`src/rtl/imem_loader_if.sv`:
```
// Host-stream, control and instruction-memory byte-write signals of the imem_loader.
// The master side is the host/control logic; the slave side is the loader itself.
interface imem_loader_if #(
  parameter int unsigned CNT_W = 16
);
  logic             start;
  logic [31:0]      base_addr;
  logic [CNT_W-1:0] word_count;
  logic             s_valid;
  logic [31:0]      s_data;
  logic             s_ready;
  logic             mem_we;
  logic [31:0]      mem_addr;
  logic [7:0]       mem_wdata;
  logic             busy;
  logic             cpu_hold;
  logic             done;
  logic             error;

  modport master (
    output start, base_addr, word_count, s_valid, s_data,
    input  s_ready, mem_we, mem_addr, mem_wdata, busy, cpu_hold, done, error
  );

  modport slave (
    input  start, base_addr, word_count, s_valid, s_data,
    output s_ready, mem_we, mem_addr, mem_wdata, busy, cpu_hold, done, error
  );
endinterface

```
`src/rtl/imem_loader.sv`:
```
// Streams 32-bit host words into the byte-wide instruction memory, little-endian,
// one byte per cycle, holding the CPU off and rejecting bad loads up front.
module imem_loader #(
  parameter int unsigned MEM_SIZE = 256,
  parameter int unsigned CNT_W    = 16
) (
  input logic         clk,
  input logic         rst_n,
  imem_loader_if.slave bus
);

  localparam logic [2:0] S_IDLE      = 3'd0;
  localparam logic [2:0] S_WAIT_WORD = 3'd1;
  localparam logic [2:0] S_WR_B0     = 3'd2;
  localparam logic [2:0] S_WR_B1     = 3'd3;
  localparam logic [2:0] S_WR_B2     = 3'd4;
  localparam logic [2:0] S_WR_B3     = 3'd5;
  localparam logic [2:0] S_DONE      = 3'd6;

  logic [2:0]       state,     state_nxt;
  logic [31:0]      cur_addr,  cur_addr_nxt;
  logic [CNT_W-1:0] remaining, remaining_nxt;
  logic [31:0]      word,      word_nxt;
  logic             error_q,   error_nxt;

  logic             mem_we_q,    mem_we_nxt;
  logic [31:0]      mem_addr_q,  mem_addr_nxt;
  logic [7:0]       mem_wdata_q, mem_wdata_nxt;

  logic [33:0]      end_addr;
  logic             load_ok;

  // 34-bit sum so a huge base or count can never wrap back into range.
  assign end_addr = {2'b00, bus.base_addr} + 34'({bus.word_count, 2'b00});
  assign load_ok  = (bus.base_addr[1:0] == 2'b00) && (end_addr <= 34'(MEM_SIZE));

  // NOTE: every variable assigned in an always_comb gets a default first, so no path
  // leaves it unassigned and no latch is inferred.
  always_comb begin
    state_nxt     = state;
    cur_addr_nxt  = cur_addr;
    remaining_nxt = remaining;
    word_nxt      = word;
    error_nxt     = error_q;

    case (state)
      S_IDLE: begin
        if (bus.start) begin
          error_nxt = 1'b0;
          if (!load_ok) begin
            error_nxt = 1'b1;
          end else if (bus.word_count == '0) begin
            state_nxt = S_DONE;
          end else begin
            cur_addr_nxt  = bus.base_addr;
            remaining_nxt = bus.word_count;
            state_nxt     = S_WAIT_WORD;
          end
        end
      end
      S_WAIT_WORD: begin
        if (bus.s_valid) begin
          word_nxt  = bus.s_data;
          state_nxt = S_WR_B0;
        end
      end
      S_WR_B0: state_nxt = S_WR_B1;
      S_WR_B1: state_nxt = S_WR_B2;
      S_WR_B2: state_nxt = S_WR_B3;
      S_WR_B3: begin
        cur_addr_nxt  = cur_addr + 32'd4;
        remaining_nxt = remaining - CNT_W'(1);
        state_nxt     = (remaining == CNT_W'(1)) ? S_DONE : S_WAIT_WORD;
      end
      S_DONE:  state_nxt = S_IDLE;
      default: state_nxt = S_IDLE;
    endcase
  end

  // Write port is registered: decode it from the state being entered so the
  // byte appears on the bus for exactly the cycle spent in WR_Bk.
  always_comb begin
    mem_we_nxt    = 1'b0;
    mem_addr_nxt  = '0;
    mem_wdata_nxt = '0;
    case (state_nxt)
      S_WR_B0: begin
        mem_we_nxt    = 1'b1;
        mem_addr_nxt  = cur_addr_nxt;
        mem_wdata_nxt = word_nxt[7:0];
      end
      S_WR_B1: begin
        mem_we_nxt    = 1'b1;
        mem_addr_nxt  = cur_addr_nxt + 32'd1;
        mem_wdata_nxt = word_nxt[15:8];
      end
      S_WR_B2: begin
        mem_we_nxt    = 1'b1;
        mem_addr_nxt  = cur_addr_nxt + 32'd2;
        mem_wdata_nxt = word_nxt[23:16];
      end
      S_WR_B3: begin
        mem_we_nxt    = 1'b1;
        mem_addr_nxt  = cur_addr_nxt + 32'd3;
        mem_wdata_nxt = word_nxt[31:24];
      end
      default: ;
    endcase
  end

  // NOTE: sequential state uses non-blocking assignments so every flop samples
  // the pre-edge values, independent of statement order.
  always_ff @(posedge clk or negedge rst_n) begin
    if (!rst_n) begin
      state       <= S_IDLE;
      cur_addr    <= '0;
      remaining   <= '0;
      word        <= '0;
      error_q     <= 1'b0;
      mem_we_q    <= 1'b0;
      mem_addr_q  <= '0;
      mem_wdata_q <= '0;
    end else begin
      state       <= state_nxt;
      cur_addr    <= cur_addr_nxt;
      remaining   <= remaining_nxt;
      word        <= word_nxt;
      error_q     <= error_nxt;
      mem_we_q    <= mem_we_nxt;
      mem_addr_q  <= mem_addr_nxt;
      mem_wdata_q <= mem_wdata_nxt;
    end
  end

  // s_ready depends on state alone so the host never sees a combinational loop.
  assign bus.s_ready   = (state == S_WAIT_WORD);
  assign bus.busy      = (state != S_IDLE);
  assign bus.cpu_hold  = (state != S_IDLE);
  assign bus.done      = (state == S_DONE);
  assign bus.error     = error_q;
  assign bus.mem_we    = mem_we_q;
  assign bus.mem_addr  = mem_addr_q;
  assign bus.mem_wdata = mem_wdata_q;

endmodule

```
`src/flat_wrapper.sv`:
```
// flat-port wrapper written by rule: the top's interface ports become plain ports
module imem_loader_flat 
#(
  parameter int unsigned MEM_SIZE = 256,
  parameter int unsigned CNT_W    = 16
)
  (clk, rst_n, bus_start, bus_base_addr, bus_word_count, bus_s_valid, bus_s_data, bus_s_ready, bus_mem_we, bus_mem_addr, bus_mem_wdata, bus_busy, bus_cpu_hold, bus_done, bus_error);
  imem_loader_if #(.CNT_W(CNT_W)) bus_i ();
  input logic clk;
  input logic rst_n;
  input wire logic [$bits(bus_i.start)-1:0] bus_start;
  input wire logic [$bits(bus_i.base_addr)-1:0] bus_base_addr;
  input wire logic [$bits(bus_i.word_count)-1:0] bus_word_count;
  input wire logic [$bits(bus_i.s_valid)-1:0] bus_s_valid;
  input wire logic [$bits(bus_i.s_data)-1:0] bus_s_data;
  output wire logic [$bits(bus_i.s_ready)-1:0] bus_s_ready;
  output wire logic [$bits(bus_i.mem_we)-1:0] bus_mem_we;
  output wire logic [$bits(bus_i.mem_addr)-1:0] bus_mem_addr;
  output wire logic [$bits(bus_i.mem_wdata)-1:0] bus_mem_wdata;
  output wire logic [$bits(bus_i.busy)-1:0] bus_busy;
  output wire logic [$bits(bus_i.cpu_hold)-1:0] bus_cpu_hold;
  output wire logic [$bits(bus_i.done)-1:0] bus_done;
  output wire logic [$bits(bus_i.error)-1:0] bus_error;
  assign bus_i.start = bus_start;
  assign bus_i.base_addr = bus_base_addr;
  assign bus_i.word_count = bus_word_count;
  assign bus_i.s_valid = bus_s_valid;
  assign bus_i.s_data = bus_s_data;
  assign bus_s_ready = bus_i.s_ready;
  assign bus_mem_we = bus_i.mem_we;
  assign bus_mem_addr = bus_i.mem_addr;
  assign bus_mem_wdata = bus_i.mem_wdata;
  assign bus_busy = bus_i.busy;
  assign bus_cpu_hold = bus_i.cpu_hold;
  assign bus_done = bus_i.done;
  assign bus_error = bus_i.error;
  imem_loader #(.MEM_SIZE(MEM_SIZE), .CNT_W(CNT_W)) u_core (.clk(clk), .rst_n(rst_n), .bus(bus_i));
endmodule
```
`config.mk`:
```
export PLATFORM = sky130hd
export DESIGN_NAME = imem_loader_flat
export DESIGN_NICKNAME = d
export VERILOG_FILES = /design/src/rtl/imem_loader_if.sv /design/src/rtl/imem_loader.sv /design/src/flat_wrapper.sv
export SDC_FILE = /design/constraint.sdc
export NUM_CORES = 1
export LEC_CHECK = 0
export ABC_AREA = 1
export BUFFER_PORTS_ARGS = -buffer_cell sky130_fd_sc_hd__clkbuf_2
export CAP_MARGIN = 25
export CORE_MARGIN = 10
export CORE_UTILIZATION = 45
export CTS_CLUSTER_SIZE = 12
export DETAILED_ROUTE_END_ITERATION = 10
export GPL_TIMING_DRIVEN = 1
export SYNTH_ARGS = -nofsm -noshare
export SYNTH_HDL_FRONTEND = slang
export SYNTH_SLANG_ARGS = --single-unit
```
`constraint.sdc`:
```
create_clock -name clk -period 4.2 [get_ports clk]
set_input_delay 0.21 -clock clk [delete_from_list [all_inputs] [get_ports clk]]
set_output_delay 0.21 -clock clk [all_outputs]
set_load 0.005 [all_outputs]
```
==> reports/qor.yml <==
hpwl_um: 28500
cts_tree: "done"
synth.distinct_cells: 49
coreArea_mm2: 0.0226
finClkSkew_ns: 0.00888
syn_to_final_growth_pct: 16.3
powerDensity_mw_per_mm2: 261
drt_iter0_markers: 957
end_kind: "flop"
cts_sinks: 117
drive_gt1_share_pct: 18.7
cp_data_arrival_time_ns: 4.06
netSwitchingPower_w: 0.000883
rrSetupSlack_ns: 0.53
postSynthAreaPerCell_um2: 6.18
place_congestion: 0.955
die_x_um: 172
via_per_inst: 5.31
tns_ns: 0
final_cell_mix: "578 x nand2_1, 189 x inv_1, 189 x nand3_1"
synth_cells: 1672
grt_max_degree: 58
drv_slew: 0
grt-ovfl-total: 0
clock_latency_ns: 0.42
wl_um: 36000
hold_class: "input pin to flop"
reg2reg_to: "u_core.bus.mem_addr[27]"
io_pins: 130
slew_headroom_pct: 29.3
critPathKind: "input pin to flop"
placed_area_mm2: 0.0114
fin_total_pwr_w: 0.00314
outcome: "finished, final reports clean"
setup_ws_ns: 0.433
nets: 1924
timing.fmax_mhz: 265
r2r_cells: 19
ctsHtreeMaxLevel: 4
synth_largest_area_cell: "dfrtp_1"
synth_area_mm2: 0.0103
p_comb_share_pct: 14.8
p_sw_share_pct: 28.1
rows: 55
cp-startpoint: "bus_word_count[0]"
grt_pass1_vias: 10600
grt_pass1_wl_um: 57400
diodes: 0
fin_crit_sh_pct: 89.7
clockRootBuffer: "clkbuf_16"
hold-path-endpoint: "u_core.word[19]"
drt-wirelength-per-cell_um: 17.0
setup.worst_path.start_class: "input pin"
holdCritStartpoint: "bus_s_data[19]"
synth-seq-cells: 117
layout_commonest_cell: "nand2_1"
die_y_um: 172
yosysWarningCount: 0
yosysSeqAreaShare_pct: 28.3
crit_required_ns: 4.49
hold_depth: 3
initial_core_util_pct: 45.6
setup_viol: 0
leakage_nw: 6.30
dr.pass1.iters: 5
fillers: 2388
grt_antenna_before_repair: 0
grt_usage_pct: 24.7
drc_errors: 0
clk_path_buf_depth: 2
tightestPinTransition_ns: 1.06
p_int_w: 0.00226
seq_power_share_pct: 39.4
path_max_fanout: 10
cts_made_buffers: 17
antenna_left: 0
synth_top_cells_by_area: "dfrtp_1 28%, nand2_1 21%, nand3_1 9.2%, inv_1 6.9%, nor2_1 5.6%"
dieArea_mm2: 0.0294
yosys.area.top_type_share_pct: 28.3
ir_worst_vdd_mv: 0.237
fin_area_mm2: 0.0120
maxCapViolCount: 0
power_frac_clock_pct: 45.8
num_vias: 11200
syn_nets: 1779
reg2reg_from: "u_core.cur_addr[2]"
rsz0062_at_grt: "no"
clkTransAtPathRegs_ns: 0.06
dp_slack_ns: 0.0323
hold_viol_final: 0
io_buffer_count: 129
cts_setup_buffers: 0
layout_min_cycle_time_ns: 3.77
registers in the layout, summed over array words and instances (netlist names):
signal                cells
u_core.bus.error          1
u_core.bus.mem_we         1
u_core.bus.mem_wdata      8
u_core.state              3
u_core.remaining         16
u_core.cur_addr          32
u_core.word              24
u_core.bus.mem_addr      32
cells in the mapped netlist (all sizes together):
library cell	number
o21ai	82
or2	6
nand2	614
nor2	209
a31o	1
o22ai	3
o221ai	7
clkbuf	25
nand3	202
buf	14
a31oi	11
inv	215
nor4	6
o211ai	10
nand3b	8
fa	2
or3	2
o2111ai	4
a22oi	1
a21oi	31
a21boi	2
xnor2	3
clkinv	3
or4	1
xor2	10
o21bai	4
ha	21
nor3	18
nand4	39
o31ai	1
dfrtp	117
worst max path at each step:
stage	endpoint	slack, ns	depth (start not counted)
global placement	u_core.bus.mem_addr[18]	0.09	27
finish	u_core.bus.mem_addr[18]	0.43	27
floorplan	u_core.bus.mem_addr[15]	0.63	29
detailed placement	u_core.bus.mem_addr[18]	0.03	27
global route	u_core.bus.mem_addr[18]	0.08	27
CTS	u_core.bus.mem_addr[18]	0.47	27
area by class of cell:
type,instances,area [µm²],area share (%)
Clock inverter,9,105,0.874
Tap cell,285,357,2.97
Clock buffer,21,460,3.83
Inverter,218,823,6.85
Multi-Input combinational cell,1298,6410,53.4
Sequential cell,117,2930,24.4
Timing Repair Buffer,165,933,7.77
worst max-delay path: stages:
cell and delay [ns]:
clkbuf_2 0.14, ha_1 0.24, fa_1 0.45, nand2_1 0.09
nand2_1 0.08, nand3_1 0.10, nand2_1 0.08, nand2_1 0.11
nand2_1 0.09, nand2_1 0.12, nand3_1 0.08, nand2_1 0.09
nor2_1 0.05, nand2_1 0.10, nor2_4 0.06, nand4_2 0.09
buf_4 0.25, nand2_1 0.13, fa_1 0.42, inv_1 0.09
nand2_2 0.08, nor2_4 0.18, nand2_2 0.18, nor2_2 0.24
nand3_1 0.11, nand3_1 0.11, nand3_1 0.10
timing repair:
item	CTS	global route
hold endpoints to repair	55	0
resized for setup	0	0
setup endpoints to repair	0	0
hold buffers	1	0
stage by stage:
step                hold slack, ns  util, %  instances
floorplan                  -0.0856        -       1672
CTS                        0.00108     53.1       2113
detailed placement           0.347     50.5       2082
finish                      0.0158     53.1       2113
global placement             0.356     50.5       2082
global route                0.0135     53.1       2113
power by group through the flow:
stage / combinational, W / sequential (W) / clock (W)
after global placement: 0.000457 / 0.00125 / 0
after detailed placement: 0.000460 / 0.00125 / 0
after floorplan: 0.000289 / 0.00125 / 0
after global routing: 0.000530 / 0.00125 / 0.00152
final: 0.000466 / 0.00124 / 0.00144
after CTS: 0.000463 / 0.00124 / 0.00147
metal layers:
| layer | track usage, % | share of wire (%) | up-vias | wire length [µm] |
|---|---|---|---|---|
| met4 | 6.62 | 1.9 | 0 | 667 |
| met1 | 33.2 | 46 | 5122 | 16400 |
| met2 | 39.3 | 45 | 396 | 16300 |
| met5 | 0 | 0 | - | 0 |
| li1 | - | - | 5661 | - |
| met3 | 5.00 | 7.1 | 38 | 2570 |
cells by family after synthesis:
group	after synthesis	synth area share, %
DFF	117	28.3
adders and majority gates	23	2.93
buffers and inverters	257	9.70
xor gates and xnor gates	13	1.10
and+or+nand+nor	1105	49.2
AOI/OAI and AO/OA	157	8.79
Power figures use the tool's default switching activity.
